[config.mk]
export PLATFORM = sky130hd
export DESIGN_NAME = seq_shift_unit
export DESIGN_NICKNAME = d
export VERILOG_FILES = /design/src/rtl/seq_shift_pkg.sv /design/src/rtl/seq_shift_unit_step_dp.sv /design/src/rtl/seq_shift_unit.sv
export SDC_FILE = /design/constraint.sdc
export NUM_CORES = 1
export LEC_CHECK = 0
export CAP_MARGIN = 20
export CELL_PAD_IN_SITES_DETAIL_PLACEMENT = 0
export CELL_PAD_IN_SITES_GLOBAL_PLACEMENT = 2
export CORE_ASPECT_RATIO = 1.75
export CORE_UTILIZATION = 33
export DETAILED_ROUTE_END_ITERATION = 10
export PLACE_DENSITY_LB_ADDON = 0.1
export SLEW_MARGIN = 40
export SYNTH_ARGS = -nofsm -noshare
export SYNTH_HDL_FRONTEND = slang
export SYNTH_SLANG_ARGS = --single-unit
[constraint.sdc]
create_clock -name CLK -period 3.99 [get_ports CLK]
set_input_delay 1.197 -clock CLK [delete_from_list [all_inputs] [get_ports CLK]]
set_output_delay 1.197 -clock CLK [all_outputs]
set_load 0.005 [all_outputs]
[src/rtl/seq_shift_pkg.sv]
// Shared definitions for the iterative shifter: op codes, FSM states, count helper.
package seq_shift_pkg;

  localparam logic [2:0] OP_LSR = 3'b000;
  localparam logic [2:0] OP_LSL = 3'b001;
  localparam logic [2:0] OP_ASR = 3'b010;
  localparam logic [2:0] OP_ROR = 3'b011;
  localparam logic [2:0] OP_ROL = 3'b100;

  typedef enum logic {
    ST_IDLE  = 1'b0,
    ST_SHIFT = 1'b1
  } state_e;

  // True for the five defined shift/rotate codes.
  function automatic logic op_is_legal(logic [2:0] op);
    return (op <= OP_ROL);
  endfunction

  // Initial remaining count: clamped for shifts, modulo operand width for rotates.
  function automatic int unsigned init_count(logic [2:0] op, int unsigned amt,
                                             int unsigned out_w, int unsigned w);
    case (op)
      OP_LSR, OP_LSL, OP_ASR: return (amt > out_w) ? out_w : amt;
      OP_ROR, OP_ROL:         return amt & (w - 1);
      default:                return 0;
    endcase
  endfunction

endpackage

[src/rtl/seq_shift_unit_step_dp.sv]
// Combinational single-step datapath: shifts/rotates the working register by s bits
// and reports the last bit that left (or wrapped around) the field.
module shift_step_dp
  import seq_shift_pkg::*;
#(
  parameter int unsigned WIDTH     = 8,
  parameter int unsigned OUT_WIDTH = 16,
  parameter int unsigned CNT_W     = 5
) (
  input  logic [OUT_WIDTH-1:0] cur,
  input  logic [2:0]           op,
  input  logic [CNT_W-1:0]     s,
  output logic [OUT_WIDTH-1:0] nxt,
  output logic                 out_bit
);

  logic [OUT_WIDTH-1:0] tmp;
  logic [WIDTH-1:0]     lo;
  logic [WIDTH-1:0]     lo_rot;
  logic [WIDTH-1:0]     lo_tmp;
  int unsigned          sh;

  // One step of the selected operation; rotates confine themselves to the low WIDTH bits.
  always_comb begin
    sh      = 32'(s);
    lo      = cur[WIDTH-1:0];
    nxt     = cur;
    out_bit = 1'b0;
    tmp     = '0;
    lo_rot  = '0;
    lo_tmp  = '0;
    if (sh != 0) begin
      case (op)
        OP_LSR: begin
          nxt     = cur >> sh;
          tmp     = cur >> (sh - 1);
          out_bit = tmp[0];
        end
        OP_LSL: begin
          nxt     = cur << sh;
          tmp     = cur >> (OUT_WIDTH - sh);
          out_bit = tmp[0];
        end
        OP_ASR: begin
          nxt     = OUT_WIDTH'($signed(cur) >>> sh);
          tmp     = cur >> (sh - 1);
          out_bit = tmp[0];
        end
        OP_ROR: begin
          lo_rot  = (lo >> sh) | (lo << (WIDTH - sh));
          nxt     = OUT_WIDTH'(lo_rot);
          lo_tmp  = lo >> (sh - 1);
          out_bit = lo_tmp[0];
        end
        OP_ROL: begin
          lo_rot  = (lo << sh) | (lo >> (WIDTH - sh));
          nxt     = OUT_WIDTH'(lo_rot);
          lo_tmp  = lo >> (WIDTH - sh);
          out_bit = lo_tmp[0];
        end
        default: nxt = '0;
      endcase
    end
  end

endmodule

[src/rtl/seq_shift_unit.sv]
// Multi-mode iterative shifter (LSR/LSL/ASR/ROR/ROL), STEP bits per cycle,
// start/done handshake with Busy stall and synchronous Kill.
// Optional feature macro: SHIFT_CARRY_EN adds the Carry_OUT port and carry register.
module seq_shift_unit
  import seq_shift_pkg::*;
#(
  parameter int unsigned WIDTH     = 8,
  parameter int unsigned OUT_WIDTH = 16,
  parameter int unsigned SHAMT_W   = 5,
  parameter int unsigned STEP      = 1
) (
  input  logic                 CLK,
  input  logic                 RST,
  input  logic [WIDTH-1:0]     A,
  input  logic [WIDTH-1:0]     B,
  input  logic                 Op_Sel,
  input  logic [2:0]           ALU_FUN,
  input  logic [SHAMT_W-1:0]   Shift_Amt,
  input  logic                 Shift_Enable,
  input  logic                 Kill,
  output logic                 Busy,
  output logic [OUT_WIDTH-1:0] Shift_OUT,
  output logic                 Shift_Flag
`ifdef SHIFT_CARRY_EN
  ,
  output logic                 Carry_OUT
`endif
);

  localparam int unsigned      CNT_W  = $clog2(OUT_WIDTH + 1);
  localparam logic [CNT_W-1:0] STEP_C = CNT_W'(STEP);

  state_e               state_q, state_d;
  logic [OUT_WIDTH-1:0] work_q, work_d;
  logic [2:0]           op_q, op_d;
  logic [CNT_W-1:0]     rem_q, rem_d;
  logic [CNT_W-1:0]     step_s;
  logic                 busy_d;
  logic [OUT_WIDTH-1:0] out_d;
  logic                 flag_d;
  logic [WIDTH-1:0]     operand;
  logic [OUT_WIDTH-1:0] dp_next;
  logic                 dp_bit;
`ifdef SHIFT_CARRY_EN
  logic                 cacc_q, cacc_d;
  logic                 carry_d;
`else
  logic                 unused_dp_bit;
  assign unused_dp_bit = dp_bit;
`endif

  // Bits to move this cycle: never more than STEP, never more than what remains.
  assign step_s  = (rem_q > STEP_C) ? STEP_C : rem_q;
  assign operand = Op_Sel ? B : A;

  shift_step_dp #(
    .WIDTH    (WIDTH),
    .OUT_WIDTH(OUT_WIDTH),
    .CNT_W    (CNT_W)
  ) u_step (
    .cur    (work_q),
    .op     (op_q),
    .s      (step_s),
    .nxt    (dp_next),
    .out_bit(dp_bit)
  );

  // Next-state and next-output logic for the load / shift / complete sequence.
  always_comb begin
    state_d = state_q;
    work_d  = work_q;
    op_d    = op_q;
    rem_d   = rem_q;
    out_d   = Shift_OUT;
    flag_d  = 1'b0;
`ifdef SHIFT_CARRY_EN
    cacc_d  = cacc_q;
    carry_d = Carry_OUT;
`endif
    case (state_q)
      ST_IDLE: begin
        if (Shift_Enable) begin
          op_d  = ALU_FUN;
          rem_d = CNT_W'(init_count(ALU_FUN, 32'(Shift_Amt), OUT_WIDTH, WIDTH));
          if (!op_is_legal(ALU_FUN)) begin
            work_d = '0;
          end else if (ALU_FUN == OP_ASR) begin
            work_d = OUT_WIDTH'($signed(operand));
          end else begin
            work_d = OUT_WIDTH'(operand);
          end
`ifdef SHIFT_CARRY_EN
          cacc_d = 1'b0;
`endif
          state_d = ST_SHIFT;
        end
      end
      ST_SHIFT: begin
        if (Kill) begin
          state_d = ST_IDLE;
        end else if (rem_q == '0) begin
          out_d   = work_q;
          flag_d  = 1'b1;
`ifdef SHIFT_CARRY_EN
          carry_d = cacc_q;
`endif
          state_d = ST_IDLE;
        end else begin
          work_d = dp_next;
          rem_d  = rem_q - step_s;
`ifdef SHIFT_CARRY_EN
          cacc_d = dp_bit;
`endif
        end
      end
      default: state_d = ST_IDLE;
    endcase
    busy_d = (state_d == ST_SHIFT);
  end

  // State, datapath and output registers.
  always_ff @(posedge CLK or posedge RST) begin
    if (RST) begin
      state_q    <= ST_IDLE;
      work_q     <= '0;
      op_q       <= OP_LSR;
      rem_q      <= '0;
      Busy       <= 1'b0;
      Shift_OUT  <= '0;
      Shift_Flag <= 1'b0;
    end else begin
      state_q    <= state_d;
      work_q     <= work_d;
      op_q       <= op_d;
      rem_q      <= rem_d;
      Busy       <= busy_d;
      Shift_OUT  <= out_d;
      Shift_Flag <= flag_d;
    end
  end

`ifdef SHIFT_CARRY_EN
  // Running last-out bit and the carry published on completion.
  always_ff @(posedge CLK or posedge RST) begin
    if (RST) begin
      cacc_q    <= 1'b0;
      Carry_OUT <= 1'b0;
    end else begin
      cacc_q    <= cacc_d;
      Carry_OUT <= carry_d;
    end
  end
`endif

endmodule

==> results.md <==
Floorplanning:
- The number of cell rows is between 40 and 50.
- The core footprint is roughly 7700 um^2.
- The floorplan step set the die width to about 70 um.
- The y dimension of the die is between 100 and 150 um.
- The effective utilization at floorplan is ~35%.
- The number of I/O pins is 47.
- The die area is approximately 8400 um^2.

Power and ir drop:
- Of the total power, the share spent switching nets is 40.7%.
- The power density over the cells is 703 nW/um^2.
- The internal power of the cells totals approximately 1.4 mW.
- Summed over all nets, the switching power comes to ~0.95 mW.
- The fraction of power consumed by combinational cells is 43.9%.
- The reported leakage power is 1.37 nW.
- The maximum ir drop on the vdd rail is about 0.30 mV.
- The part of the power in registers is 38.3%.
- The clock network burns 17.8% of the power.

Final layout:
- The number of fill cells in the layout is roughly 800.
- After the flow finishes, the layout carries non-filler instances totaling between 400 and 500.
- The repair_antennas step left the layout with diodes totalling 0.
- From synthesis to final layout, the design area changed by 25.3%.
- The final core utilization is 43.3%.
- The final standard cell area without fillers is approximately 3300 um^2.
- Of the cells placed in the final design, the portion with a size suffix greater than 1 is roughly 13%.
- For this run, the post-layout net count is 346.

Run status:
- The run finished with clean final reports.

CTS:
- The longest clock path from root to sink contains 2 buffers.
- The clock insertion delay at the later pin of the skew report is 290 ps.
- The TritonCTS clock tree is yes.
- The clock-pin slew of the registers on the worst-case setup and hold paths is 60 ps.
- The post-CTS resize count is 0.
- The total CTS buffers is 5.
- The clock net in this run drives a total of 42 sinks.
- CTS placed an instance of sky130_fd_sc_hd__clkbuf_16 at the clock tree root.
- Hold repair after CTS inserted 0 buffers.
- The number of setup buffers added after CTS is 0.
- The number of H-tree branching levels is 2.

Placed design:
- The final HPWL from detailed placement is around 5.3 mm.
- During placement, the flow inserted port buffers numbering 46.
- Once placement finished, the instance area stood at around 3200 um^2.
- The global placement routability congestion is 0.830.
- After detailed placement, the design holds a cell count of around 400.

Synth:
- The post-synthesis instance total is around 280.
- The proportion of netlist area held by the largest area contributor is about two fifths.
- The number of enable flip-flop cells after synthesis is 0.
- The number of distinct library cells after synthesis is 52.
- Yosys printed 0 warnings.
- After synthesis the netlist holds a flip-flop and latch count of 42.
- The biggest area contributor in the post-synthesis netlist is sky130_fd_sc_hd__dfrtp_1.
- Summing the sequential cell areas from Yosys gives just under 40% of the chip area.
- The average cell area after synthesis is 9.57 um^2.
- The most repeated cell in the gate-level netlist after synthesis is sky130_fd_sc_hd__dfrtp_1.
- By count the netlist is led by sky130_fd_sc_hd__dfrtp_1 (42), sky130_fd_sc_hd__a21oi_1 (27), sky130_fd_sc_hd__o21ai_0 (23).
- The cell area after synthesis is roughly 2700 um^2.
- The number of nets in the synthesized netlist is approximately 300.
- The dominant synthesized flop cell is sky130_fd_sc_hd__dfrtp_1.
- Of all flip-flops after synthesis, the portion carrying an async set or reset was 100%.
- Yosys attributes the largest share of cell area to sky130_fd_sc_hd__dfrtp_1 (40%), sky130_fd_sc_hd__mux2_2 (5.5%), sky130_fd_sc_hd__a21oi_1 (5.1%), sky130_fd_sc_hd__mux2_4 (5.1%), sky130_fd_sc_hd__o21ai_0 (4.3%).

Global routing:
- The via count of the first global-routing pass is 2280.
- The number of antenna violations at the first check in global routing was 0.
- The overall track demand over capacity in global routing is a little under a fifth.
- The first global-routing pass estimated 12.2 mm of wire.
- The maximum number of pins on one net before global-route repair is between 40 and 50.
- The total grt overflow is 0.

Critical path:
- The critical path launch point type is a flip-flop.
- The critical path runs through a total of 10 cells.
- Measured in cells, the most critical reg-to-reg path has a length of 10.
- The largest stage delay on the critical path is ~480 ps.
- The most frequent cell on the critical path is sky130_fd_sc_hd__or3_4.
- The endpoint type of the worst setup path is a flip-flop.
- For flop-to-flop paths, the worst setup slack is between 800 and 900 ps.
- For this design, the slowest cell found on the critical path is sky130_fd_sc_hd__ha_1.
- The number of buffers and inverters on the critical path is 1.
- The gate family responsible for the most delay along the worst path is simple AND/OR/NAND/NOR gates.
- Of all nets on the critical path, the largest fanout is 37.
- The critical path required time is approximately 4200 ps.
- The critical path class is flip-flop to flip-flop.
- The arrival time of data at the critical path endpoint is between 3000 and 4000 ps.
- The signal on the critical path passes through or3_4 > or3_4 > clkinv_4 > ha_1 > nor2b_1 > a22oi_1 > o22ai_1 > nand2_1 > a31oi_1 > o22a_1.

Routing:
- The count of routing violations after the opening detailed-route iteration is 108.
- The remaining number of nets flagged by the antenna check after routing is 0.
- The number of design rule violations left after detail routing is 0.
- After detailed routing, the number of vias per cell comes to 5.81.
- After detailed routing, the average wire length per cell comes to 18.5 um.
- For this run, the detailed router's first-pass iteration total came to 4.
- The total wirelength of the detailed-routed design is approximately 7.5 mm.
- The total via count in the routed design is 2349.

Min path:
- The kind of path behind the tightest hold check is flip-flop to flip-flop.
- The hold-critical path depth is 1.

STA:
- The final count of negative-setup-slack endpoints is 0.
- The aggregate negative setup slack is 0 ps.
- The clock arrives with between 4 and 5 ps of skew.
- The share of the clock period used by the worst path after layout is about four fifths.
- The max-slew headroom at the worst pin is around 54%.
- Setup repair after global routing left no endpoint under its margin.
- The number of pins exceeding their max-slew limit in the final report is 0.
- Static timing analysis puts the maximum clock frequency at 314 MHz.
- The measured slew at the worst slew-check pin is 685 ps.
- The post-route minimum period is between 3000 and 4000 ps.
- The final number of hold-violating endpoints is 0.

Job:
- The number of maximum-capacitance violations is 0.
-- cell usage in the layout, fill, tap and decap left out, types with 8 or more instances in the layout --
cell type                         Yosys  final
sky130_fd_sc_hd__a21oi_1             27     27
sky130_fd_sc_hd__clkdlybuf4s50_1      0     46
sky130_fd_sc_hd__dfrtp_1             42     42
sky130_fd_sc_hd__mux2_2              13     13
sky130_fd_sc_hd__mux2_4               9      9
sky130_fd_sc_hd__mux2i_1              8      8
sky130_fd_sc_hd__nand2_1             19     19
sky130_fd_sc_hd__nor2_1              13     13
sky130_fd_sc_hd__o21ai_0             23     23
sky130_fd_sc_hd__o22a_1              10     10
sky130_fd_sc_hd__o31ai_1             10     10
-- cells by family (layout without fill, tap and decap cells) --
family	after synthesis	after routing	share of synthesized area, %
buffers and inverters	28	67	4.72
adders and majority gates	2	2	0.944
AOI/OAI and AO/OA	111	111	28.0
DFF	42	42	39.7
muxes	31	31	14.5
and+or+nand+nor	62	62	12.0
other	1	1	0.142
-- sequential cells by signal, summed over array words and instances (netlist names) --
signal,flops
op_q,3
Shift_Flag,1
rem_q,5
work_q,16
state_q,1
Shift_OUT,16
-- final cells by class --
type,instances,area (um^2),area share [%]
multi-input combinational,207,1470,44.4
sequential,42,1050,31.7
timing repair buffer,52,505,15.2
clock buffer,5,125,3.77
tap,88,110,3.32
inverter,7,31.3,0.942
clock inverter,3,23.8,0.716
-- metrics by stage --
stage               setup slack, ps  hold WS [ps]  power (mW)
CTS                             797           506        2.35
finish                          805           504        2.33
global placement                783           489        1.92
detailed placement              757           492        1.93
global route                    591           521        2.50
floorplan                      1200           467        1.52
-- layer usage --
metal  share of wire [%]  routed length, um  track usage, %
met1                  41               3030            22.2
met2                  53               3950            32.9
met3                 3.7                273            2.58
met4                 2.9                218            8.88
met5                   0                  0               0
-- power by group through the flow --
stage	Clock (mW)	Sequential (mW)	Combinational [mW]
2_1_floorplan	0	0.754	0.769
3_3_place_gp	0	0.898	1.02
3_5_place_dp	0	0.901	1.03
4_1_cts	0.428	0.893	1.03
5_1_grt	0.445	0.926	1.13
6_report	0.416	0.894	1.02
-- path summary, 6_finish.rpt --
check / to / startpoint
worst max-delay path: work_q[5] / rem_q[1]
worst min-delay path: Shift_OUT[12] / Shift_OUT[12]
worst max register to register: work_q[5] / rem_q[1]
worst min register to register: Shift_OUT[12] / Shift_OUT[12]
max in group asynchronous: work_q[14] / RST
min in group asynchronous: Shift_OUT[2] / RST
Power figures use the tool's default switching activity.
